`src/rtl/sigma_delta_adc_multi.sv`:
```
// rtl/sigma_delta_adc_multi.sv - multi-channel 1-bit sigma-delta ADC with shared CIC comb and tagged output FIFO
//
// Purpose: NUM_CHANNELS first-order sigma-delta front ends. Each channel has its own
// CIC integrator chain. One comb section is time-shared across the channels, and
// samples are queued with their channel index.
// Optional feature macro: SD_ADC_CHANNEL_MASK_EN adds the channel_enable input.
// Ports:
//   clk, rst          clock, synchronous active-high reset
//   adc_lvds_pin[N]   comparator results (input above integrator voltage)
//   adc_fb_pin[N]     registered feedback to the external integrators
//   channel_enable[N] (SD_ADC_CHANNEL_MASK_EN only) per-channel FIFO write enable
//   out_data          decimated unsigned sample, full scale OVERSAMPLE_RATE**CIC_STAGES
//   out_channel       channel index of out_data
//   out_valid/ready   output handshake
//   overrun           one-cycle pulse per dropped sample
module sigma_delta_adc_multi #(
  parameter int NUM_CHANNELS    = 4,
  parameter int OVERSAMPLE_RATE = 256,
  parameter int CIC_STAGES      = 2,
  parameter int ADC_BITLEN      = 24,
  parameter int FIFO_DEPTH      = 8,
  localparam int CH_W = (NUM_CHANNELS > 1) ? $clog2(NUM_CHANNELS) : 1
) (
  input  logic                    clk,
  input  logic                    rst,
  input  logic [NUM_CHANNELS-1:0] adc_lvds_pin,
  output logic [NUM_CHANNELS-1:0] adc_fb_pin,
`ifdef SD_ADC_CHANNEL_MASK_EN
  input  logic [NUM_CHANNELS-1:0] channel_enable,
`endif
  output logic [ADC_BITLEN-1:0]   out_data,
  output logic [CH_W-1:0]         out_channel,
  output logic                    out_valid,
  input  logic                    out_ready,
  output logic                    overrun
);

  localparam int LOG_R  = $clog2(OVERSAMPLE_RATE);
  localparam int W      = CIC_STAGES * LOG_R + 1;
  localparam int AW     = $clog2(FIFO_DEPTH);
  localparam int WARM_W = $clog2(CIC_STAGES + 1);

  if (ADC_BITLEN < W) begin : g_bad_bitlen
    $error("ADC_BITLEN is narrower than the CIC word width");
  end
  if (NUM_CHANNELS < 1 || NUM_CHANNELS > OVERSAMPLE_RATE) begin : g_bad_channels
    $error("NUM_CHANNELS must be in 1..OVERSAMPLE_RATE");
  end

  typedef enum logic {S_IDLE, S_COMB} state_t;

  logic [LOG_R-1:0]        r_dec_cnt;
  logic [W-1:0]            r_integ [NUM_CHANNELS][CIC_STAGES];
  logic [W-1:0]            r_snap  [NUM_CHANNELS];
  logic [W-1:0]            r_dly   [NUM_CHANNELS][CIC_STAGES];
  state_t                  r_state;
  logic [CH_W-1:0]         r_idx;
  logic [WARM_W-1:0]       r_warm;
  logic [ADC_BITLEN+CH_W-1:0] r_mem [FIFO_DEPTH];
  logic [AW-1:0]           r_wr_ptr, r_rd_ptr;
  logic [AW:0]             r_count;

  logic                    w_snap, w_warm_done, w_wr_req, w_wr, w_rd, w_full;
  logic [NUM_CHANNELS-1:0] w_chan_en;
  logic [W-1:0]            w_stage [CIC_STAGES];
  logic [W-1:0]            w_acc;
  logic [ADC_BITLEN+CH_W-1:0] w_wdata, w_head;
  logic [AW:0]             w_count_nxt;
  logic [AW-1:0]           w_rd_ptr_nxt;

  assign w_snap      = &r_dec_cnt;
  assign w_warm_done = (r_warm == WARM_W'(CIC_STAGES));

  // Front end: feedback register doubles as the CIC input bit.
  always_ff @(posedge clk) begin
    if (rst) begin
      adc_fb_pin <= '0;
      r_dec_cnt  <= '0;
      for (int c = 0; c < NUM_CHANNELS; c++) begin
        r_snap[c] <= '0;
        for (int k = 0; k < CIC_STAGES; k++) r_integ[c][k] <= '0;
      end
    end else begin
      adc_fb_pin <= adc_lvds_pin;
      r_dec_cnt  <= r_dec_cnt + LOG_R'(1);
      for (int c = 0; c < NUM_CHANNELS; c++) begin
        // Modulo-2^W wrap is intended; the comb differences undo it.
        r_integ[c][0] <= r_integ[c][0] + W'(adc_fb_pin[c]);
        for (int k = 1; k < CIC_STAGES; k++)
          r_integ[c][k] <= r_integ[c][k] + r_integ[c][k-1];
        if (w_snap) r_snap[c] <= r_integ[c][CIC_STAGES-1];
      end
    end
  end

`ifdef SD_ADC_CHANNEL_MASK_EN
  logic [NUM_CHANNELS-1:0] r_chan_en;
  always_ff @(posedge clk) begin
    if (rst) r_chan_en <= '0;
    else if (w_snap) r_chan_en <= channel_enable;
  end
  assign w_chan_en = r_chan_en;
`else
  assign w_chan_en = '1;
`endif

  // All comb stages of the channel selected by r_idx, in one cycle.
  always_comb begin
    w_acc = r_snap[r_idx];
    for (int k = 0; k < CIC_STAGES; k++) begin
      w_stage[k] = w_acc;
      w_acc      = w_acc - r_dly[r_idx][k];
    end
  end

  always_ff @(posedge clk) begin
    if (rst) begin
      r_state <= S_IDLE;
      r_idx   <= '0;
      r_warm  <= '0;
      for (int c = 0; c < NUM_CHANNELS; c++)
        for (int k = 0; k < CIC_STAGES; k++) r_dly[c][k] <= '0;
    end else begin
      case (r_state)
        S_IDLE: begin
          if (w_snap) begin
            r_state <= S_COMB;
            r_idx   <= '0;
          end
        end
        S_COMB: begin
          for (int k = 0; k < CIC_STAGES; k++) r_dly[r_idx][k] <= w_stage[k];
          if (r_idx == CH_W'(NUM_CHANNELS - 1)) begin
            r_state <= S_IDLE;
            if (!w_warm_done) r_warm <= r_warm + WARM_W'(1);
          end else begin
            r_idx <= r_idx + CH_W'(1);
          end
        end
        default: r_state <= S_IDLE;
      endcase
    end
  end

  assign w_wr_req = (r_state == S_COMB) && w_warm_done && w_chan_en[r_idx];
  assign w_rd     = out_valid && out_ready;
  assign w_full   = (r_count == (AW+1)'(FIFO_DEPTH));
  // A read in the same cycle frees the slot, so a full FIFO still accepts.
  assign w_wr     = w_wr_req && (!w_full || w_rd);
  assign w_wdata  = {r_idx, ADC_BITLEN'(w_acc)};

  // Next head: the entry being written when it lands in the head slot.
  always_comb begin
    w_count_nxt  = r_count + (AW+1)'(w_wr) - (AW+1)'(w_rd);
    w_rd_ptr_nxt = r_rd_ptr + AW'(w_rd);
    if (w_wr && (w_rd_ptr_nxt == r_wr_ptr)) w_head = w_wdata;
    else                                     w_head = r_mem[w_rd_ptr_nxt];
  end

  always_ff @(posedge clk) begin
    if (w_wr) r_mem[r_wr_ptr] <= w_wdata;
  end

  always_ff @(posedge clk) begin
    if (rst) begin
      r_wr_ptr    <= '0;
      r_rd_ptr    <= '0;
      r_count     <= '0;
      out_valid   <= 1'b0;
      out_data    <= '0;
      out_channel <= '0;
      overrun     <= 1'b0;
    end else begin
      if (w_wr) r_wr_ptr <= r_wr_ptr + AW'(1);
      r_rd_ptr  <= w_rd_ptr_nxt;
      r_count   <= w_count_nxt;
      out_valid <= (w_count_nxt != '0);
      if (w_count_nxt != '0) {out_channel, out_data} <= w_head;
      overrun   <= w_wr_req && !w_wr;
    end
  end

endmodule

```
`config.mk`:
```
export PLATFORM = sky130hd
export DESIGN_NAME = sigma_delta_adc_multi
export DESIGN_NICKNAME = d
export VERILOG_FILES = /design/src/rtl/sigma_delta_adc_multi.sv
export SDC_FILE = /design/constraint.sdc
export NUM_CORES = 1
export LEC_CHECK = 0
export CORE_ASPECT_RATIO = 1.25
export CORE_MARGIN = 4
export CORE_UTILIZATION = 30
export CTS_BUF_LIST = sky130_fd_sc_hd__clkbuf_16
export CTS_CLUSTER_DIAMETER = 80
export DETAILED_ROUTE_END_ITERATION = 7
export DONT_BUFFER_PORTS = 1
export SLEW_MARGIN = 20
export SYNTH_ARGS = -nofsm -noshare
export SYNTH_HDL_FRONTEND = slang
export SYNTH_SLANG_ARGS = --single-unit
```
`constraint.sdc`:
```
create_clock -name clk -period 5.91 [get_ports clk]
set_clock_uncertainty 0.15 [all_clocks]
set_input_delay 1.4775 -clock clk [delete_from_list [all_inputs] [get_ports clk]]
set_output_delay 1.4775 -clock clk [all_outputs]
set_load 0.05 [all_outputs]
```
==> flow_metrics.tcl, run 1 <==
set metrics [dict create \
    power_leakage_nw 11.1 \
    critPathMaxFanout 9 \
    synth_top_flop_cell "edfxtp_1" \
    clk_latency_ns 0.62 \
    critical_path_class "reg -> reg" \
    cts_buffer_depth 3 \
    drv_slew 0 \
    cts-root-buf "clkbuf_16" \
    outcome "complete, no violations" \
    rsz0062_at_grt "no" \
    dr.pass1.iters 7 \
    nNetsFinal 2180 \
    fin_crit_sh_pct 94.0 \
    fin_ws_ns 0.355 \
    cp-start-kind "flip-flop" \
    area_growth_pct 13.5 \
    avgSynthCellArea_sq_um 12.4 \
    arrival_ns 5.95 \
    drt_wl_total_um 54000 \
    regArea_sq_um 14400 \
    max_stage_delay_ns 0.62 \
    start_util_pct 30.4 \
    dieHeight_um 333 \
    drc 0 \
    irDropWorstVdd_mv 0.237 \
    worstSetupEndpointType "flip-flop" \
    io_pins 39 \
    rows 118 \
    hp-class "reg -> reg" \
    antenna_found_initial 0 \
    vias 15460 \
    max_slew_margin_pct 36.1 \
    synth_simple_gate_area_share_pct 13.4 \
    synth_edf_count 356 \
    cts_tree "done" \
    portBuffers 0 \
    setup_tns_ns 0 \
    cts_buffers 60 \
    pre_cts_slack_ns 0.150 \
    grt_pass1_wl_um 86800 \
    synthCells 2049 \
    period_needed_ns 5.55 \
    hold_viol 0 \
    dieArea_sq_um 89100 \
    synthAdderAreaFrac_pct 6.32 \
    gp_congestion 0.781 \
    synthMuxAreaShare_pct 8.85 \
    worst_pin_slew_ns 0.951 \
    viasPerCell 4.86 \
    yosysWarningCount 0 \
    rr_worst_depth 19 \
    setup_viol 0 \
    die_w_um 268 \
    clock.fmax_mhz 180 \
    r2r_slack_ns 0.36 \
    synth_area_sq_um 25300 \
    synth-seq-area-share_pct 56.9 \
    synth_compound_area_share_pct 6.03 \
    clkTransAtPathRegs_ns 0.06 \
    ys_types 76 \
    ys_seq_elements 542 \
    final_cells 3181 \
    wl_per_cell_um 17.0 \
    crit_chain "buf_4 > mux4_2 > inv_1 > ha_1 > nor2b_1 > o31a_1 > or2_2 > o21ai_0 > xor2_1 > inv_1 > ha_1 > or4_4 > o2bb2ai_2 > or3_1 > o2111a_2 > o21ai_0 > xor2_1 > o211ai_1 > a21oi_1" \
    diodes 0 \
    cpMaxStageDelayCell "xor2_1" \
    power_density_nw_per_um2 336 \
    async_flop_share_pct 0 \
    placed_cells 3062 \
    core_sq_um 83300 \
    hold_depth 1 \
    synth_top_family_by_area "simple AND/OR/NAND/NOR gates" \
    cts_num_sinks 542 \
    grt_pass1_vias 15968 \
    drt_iter0_drc 884 \
    grt_max_degree 183 \
    fillers 8125 \
    detail-route-antenna-nets 0 \
    drive_above_1_share_pct 12.5 \
    grt-ovfl-total 0 \
    maxCapViolations 0 \
    multi_input_area_sq_um 10200 \
    synthXorXnorAreaFrac_pct 5.29 \
    worstPathRequired_ns 6.30 \
    grt_use_total_pct 12.0 \
    dp_hpwl_um 35700 \
    htree_levels 2 \
]
worst paths after layout:
| kind | startpoint | endpoint |
|---|---|---|
| min | r_dec_cnt[0] | r_dec_cnt[0] |
| min reg2reg | r_dec_cnt[0] | r_dec_cnt[0] |
| max | flip-flop | out_data[12] |
| max reg2reg | flip-flop | out_data[12] |
where the power goes:
part           internal, mW  switching (mW)  leakage (nW)
sequential             4.26           0.268          4.98
clock                  2.27            1.53          1.01
combinational         0.548           0.774          5.10
total                  7.08            2.58          11.1
registers in the layout, indices dropped and copies added (netlist names), 4 cells and up, named ones only:
name,cells
r_snap,68
out_data,17
adc_fb_pin,4
r_integ,136
r_dly,136
r_count,4
r_mem,152
r_dec_cnt,8
cell usage in the layout, fill, tap and decap left out, types with 24 or more instances in the layout:
| cell | count |
|---|---|
| xor2_1 | 89 |
| nor3_1 | 28 |
| a211oi_1 | 24 |
| clkbuf_16 | 61 |
| buf_4 | 38 |
| a21o_1 | 25 |
| nor2_1 | 264 |
| ha_1 | 114 |
| mux4_2 | 87 |
| inv_1 | 98 |
| a21oi_1 | 68 |
| dfxtp_1 | 184 |
| edfxtp_1 | 356 |
| o21ai_0 | 42 |
| nand3_1 | 48 |
| nand2_1 | 88 |
| and3_1 | 144 |
| xnor2_1 | 53 |
| nor2b_1 | 33 |
what timing repair did:
action / CTS / global route
setup endpoints to repair: 0 / 38
setup buffers: 0 / 6
gates resized for setup: 0 / 4
hold buffers: 0 / 0
kinds of logic after synthesis:
| group | after synthesis |
|---|---|
| compound gates | 229 |
| flops | 542 |
| xor+xnor | 149 |
| buf+inv | 199 |
| mux | 114 |
| fa+ha+maj | 124 |
| simple gates | 691 |
| other cells | 1 |
stage by stage:
| stage | utilization, % | area, sq um | hold slack, ns | power, mW |
|---|---|---|---|---|
| floorplan | - | 25300 | 0.280 | 5.58 |
| global placement | 31.9 | 26600 | 0.292 | 5.90 |
| CTS | 34.4 | 28600 | 0.321 | 9.77 |
| global route | 34.5 | 28700 | 0.351 | 10.1 |
| finish | 34.5 | 28700 | 0.314 | 9.65 |
| detailed placement | 31.9 | 26600 | 0.307 | 5.94 |
critical path: cells and delay by family (launching register included):
kind / cells / cell delay [ns]
flip-flops: 1 / 0.40
AO/OA/AOI/OAI: 7 / 1.49
adder cells (fa/ha/maj): 2 / 0.45
AND/OR/NAND/NOR: 4 / 1.07
multiplexers: 1 / 0.50
buffers and inverters: 3 / 0.42
XOR/XNOR: 2 / 0.97
synth_stat cells, types with 42 or more instances:
cell type | n | area (sq um)
a21oi_1 | 68 | 340
and3_1 | 145 | 907
clkbuf_1 | 82 | 308
dfxtp_1 | 186 | 3720
edfxtp_1 | 356 | 10700
ha_1 | 115 | 1440
inv_1 | 91 | 342
mux4_2 | 87 | 1960
nand2_1 | 88 | 330
nand3_1 | 48 | 240
nor2_1 | 264 | 991
o21ai_0 | 42 | 210
xnor2_1 | 55 | 482
xor2_1 | 92 | 806
area by class of cell:
| cell class | instances | area share, % |
|---|---|---|
| tap | 1080 | 4.70 |
| inverter | 91 | 1.19 |
| clock buffer | 61 | 5.31 |
| clock inverter | 51 | 1.79 |
| multi-input combinational | 1314 | 35.6 |
| sequential | 542 | 50.2 |
| timing repair buffer | 42 | 1.27 |
metal layers:
layer | track usage (%) | up-vias | wire length, um
li1 | - | 7464 | -
met1 | 14.7 | 7646 | 23000
met2 | 21.9 | 271 | 27700
met3 | 1.67 | 79 | 1990
met4 | 3.34 | 0 | 1410
met5 | 0 | - | 0
Note: power is estimated with default switching activity, not from simulation.
==> run 2, diff against run 1 <==
--- a/config.mk
+++ b/config.mk
@@ -5,6 +5,8 @@
 export SDC_FILE = /design/constraint.sdc
 export NUM_CORES = 1
 export LEC_CHECK = 0
+export CELL_PAD_IN_SITES_DETAIL_PLACEMENT = 1
+export CELL_PAD_IN_SITES_GLOBAL_PLACEMENT = 1
 export CORE_ASPECT_RATIO = 1.25
 export CORE_MARGIN = 4
 export CORE_UTILIZATION = 30
@@ -12,6 +14,7 @@
 export CTS_CLUSTER_DIAMETER = 80
 export DETAILED_ROUTE_END_ITERATION = 7
 export DONT_BUFFER_PORTS = 1
+export PLACE_DENSITY_LB_ADDON = 0.1
 export SLEW_MARGIN = 20
 export SYNTH_ARGS = -nofsm -noshare
 export SYNTH_HDL_FRONTEND = slang
==> flow_metrics.tcl, run 2 (synthesized netlist as in run 1, its figures left out) <==
set metrics [dict create \
    route.met2.wl_um 34500 \
    place_area_sq_um 26700 \
    diodes 0 \
    clkTransAtPathRegs_ns 0.06 \
    clock.fmax_mhz 181 \
    gp_congestion 0.745 \
    nNetsFinal 2193 \
    path_buf_inv 4 \
    drv_slew 0 \
    drt_iter0_drc 627 \
    io_pins 39 \
    outcome "complete, no violations" \
    r2r_slack_ns 0.39 \
    rsz0062_at_grt "no" \
    hold_viol 0 \
    antenna_found_initial 0 \
    setup_viol 0 \
    grt_pass1_vias 17033 \
    cts_num_sinks 542 \
    dieHeight_um 333 \
    detail-route-antenna-nets 0 \
    dp_hpwl_um 44300 \
    area_growth_pct 13.6 \
    arrival_ns 5.92 \
    power_density_nw_per_um2 336 \
    pre_cts_slack_ns -0.0444 \
    critical_path_class "reg -> reg" \
    final_area_sq_um 28800 \
    crit_chain "buf_12 > mux2_2 > o21ai_1 > inv_1 > ha_1 > nor2b_1 > o31a_1 > or2_2 > a21oi_1 > xor2_2 > inv_1 > ha_1 > o21a_1 > o21ai_0 > o2bb2ai_2 > or3_1 > o2111a_2 > o221ai_2 > a2111oi_2 > nor2_1 > xor2_2 > buf_4 > a21bo_1" \
    dr.pass1.iters 4 \
    rr_worst_depth 23 \
    critPathMaxFanout 9 \
    htree_levels 2 \
    cts_buffer_depth 3 \
    worstHoldStart "r_dec_cnt[0]" \
    maxCapViolations 0 \
    die_w_um 268 \
    reg_top3 "r_mem x152, r_dly x136, r_integ x136" \
    grt_pass1_wl_um 101000 \
    cts-root-buf "clkbuf_16" \
    hp-class "reg -> reg" \
    fin_crit_sh_pct 93.4 \
    clk_latency_ns 0.66 \
    rows 118 \
    worst_pin_slew_ns 1.11 \
    total_power_mw 9.66 \
    drt_wl_total_um 64800 \
    cts_buffers 60 \
    drive_above_1_share_pct 13.1 \
    viasPerCell 4.84 \
    fin_ws_ns 0.392 \
    grt-ovfl-total 0 \
    worstSetupEndpointType "flip-flop" \
    worstPathRequired_ns 6.31 \
    hold_depth 1 \
    irDropWorstVdd_mv 0.217 \
    final_common_cell "edfxtp_1" \
    cts_tree "done" \
    final_cell_mix "356 x edfxtp_1, 263 x nor2_1, 184 x dfxtp_1" \
    largest_register_ffs 152 \
    drc 0 \
    vias 15467 \
    min_to "r_dec_cnt[0]" \
    r2r_end "out_data[16]" \
    wl_met1_um 26200 \
    largest-register "r_mem" \
    portBuffers 0 \
    max_stage_delay_ns 0.42 \
    grt_use_total_pct 14.7 \
    topRoutingLayerUsed "met4" \
    cpMaxStageDelayCell "dfxtp_4" \
    setup_tns_ns 0 \
    max_slew_margin_pct 25.6 \
    power_leakage_nw 11.2 \
    utilization_pct 34.5 \
    core_sq_um 83300 \
    wl_per_cell_um 20.3 \
    postCtsHoldBufs 0 \
    critical_path.top_delay_family "compound AO/OA/AOI/OAI gates" \
    cp-start-kind "flip-flop" \
    wl_met3_um 1760 \
    dieArea_sq_um 89100 \
    period_needed_ns 5.52 \
    start_util_pct 30.4 \
    grt_max_degree 183 \
]
[run 2: cell count changes in the layout (fill, tap and decap cells not counted), sizes merged]
cell and change:
buf +13, inv +6, bufinv -3, clkbuf -1
[run 2: cell type report]
cell class,count,area (sq um)
Clock buffer,60,1500
Multi-Input combinational cell,1314,10200
Timing Repair Buffer,55,450
Inverter,91,342
Fill cell,8940,54500
Clock inverter,54,455
Tap cell,1080,1350
Sequential cell,542,14400
[run 2: timing repair]
item	4_1_cts	5_1_grt
pin swaps	0	1
buffers inserted	0	6
endpoints found under the setup margin	8	28
resized for setup	1	3
[run 2: how the worst max path moves through the flow]
stage | from | to | slack (ns) | cells past startpoint
floorplan | flip-flop | r_mem[0][16] | 0.008 | 24
global placement | flip-flop | r_mem[0][16] | 0.02 | 19
detailed placement | flip-flop | r_mem[3][16] | -0.04 | 20
CTS | flip-flop | r_mem[3][16] | 0.17 | 20
global route | flip-flop | out_data[16] | 0.04 | 23
finish | flip-flop | out_data[16] | 0.39 | 23
[run 2: worst register-to-register path: stages, from the launching register on]
cell	delay (ns)
dfxtp_4	0.42
buf_12	0.15
mux2_2	0.33
o21ai_1	0.18
inv_1	0.07
ha_1	0.28
nor2b_1	0.14
o31a_1	0.28
or2_2	0.30
a21oi_1	0.23
xor2_2	0.28
inv_1	0.08
ha_1	0.35
o21a_1	0.20
o21ai_0	0.28
o2bb2ai_2	0.19
or3_1	0.15
o2111a_2	0.26
o221ai_2	0.13
a2111oi_2	0.39
nor2_1	0.13
xor2_2	0.15
buf_4	0.17
a21bo_1	0.17
[run 2: layer usage]
| metal | GRT usage, % | up-vias |
|---|---|---|
| met5 | 0 | - |
| met1 | 17.0 | 7701 |
| li1 | - | 7499 |
| met4 | 5.14 | 0 |
| met3 | 2.08 | 100 |
| met2 | 27.5 | 167 |
[run 2: stage by stage]
| step | std cells | hold WS (ns) |
|---|---|---|
| after floorplan | 2055 | 0.280 |
| after global placement | 3076 | 0.294 |
| after detailed placement | 3076 | 0.314 |
| after CTS | 3190 | 0.329 |
| after global routing | 3196 | 0.367 |
| final | 3196 | 0.316 |
[run 2: power breakdown]
part / total, mW / internal, mW / switching [mW]
sequential: 4.54 / 4.26 / 0.283
clock: 3.70 / 2.11 / 1.59
combinational: 1.42 / 0.605 / 0.817
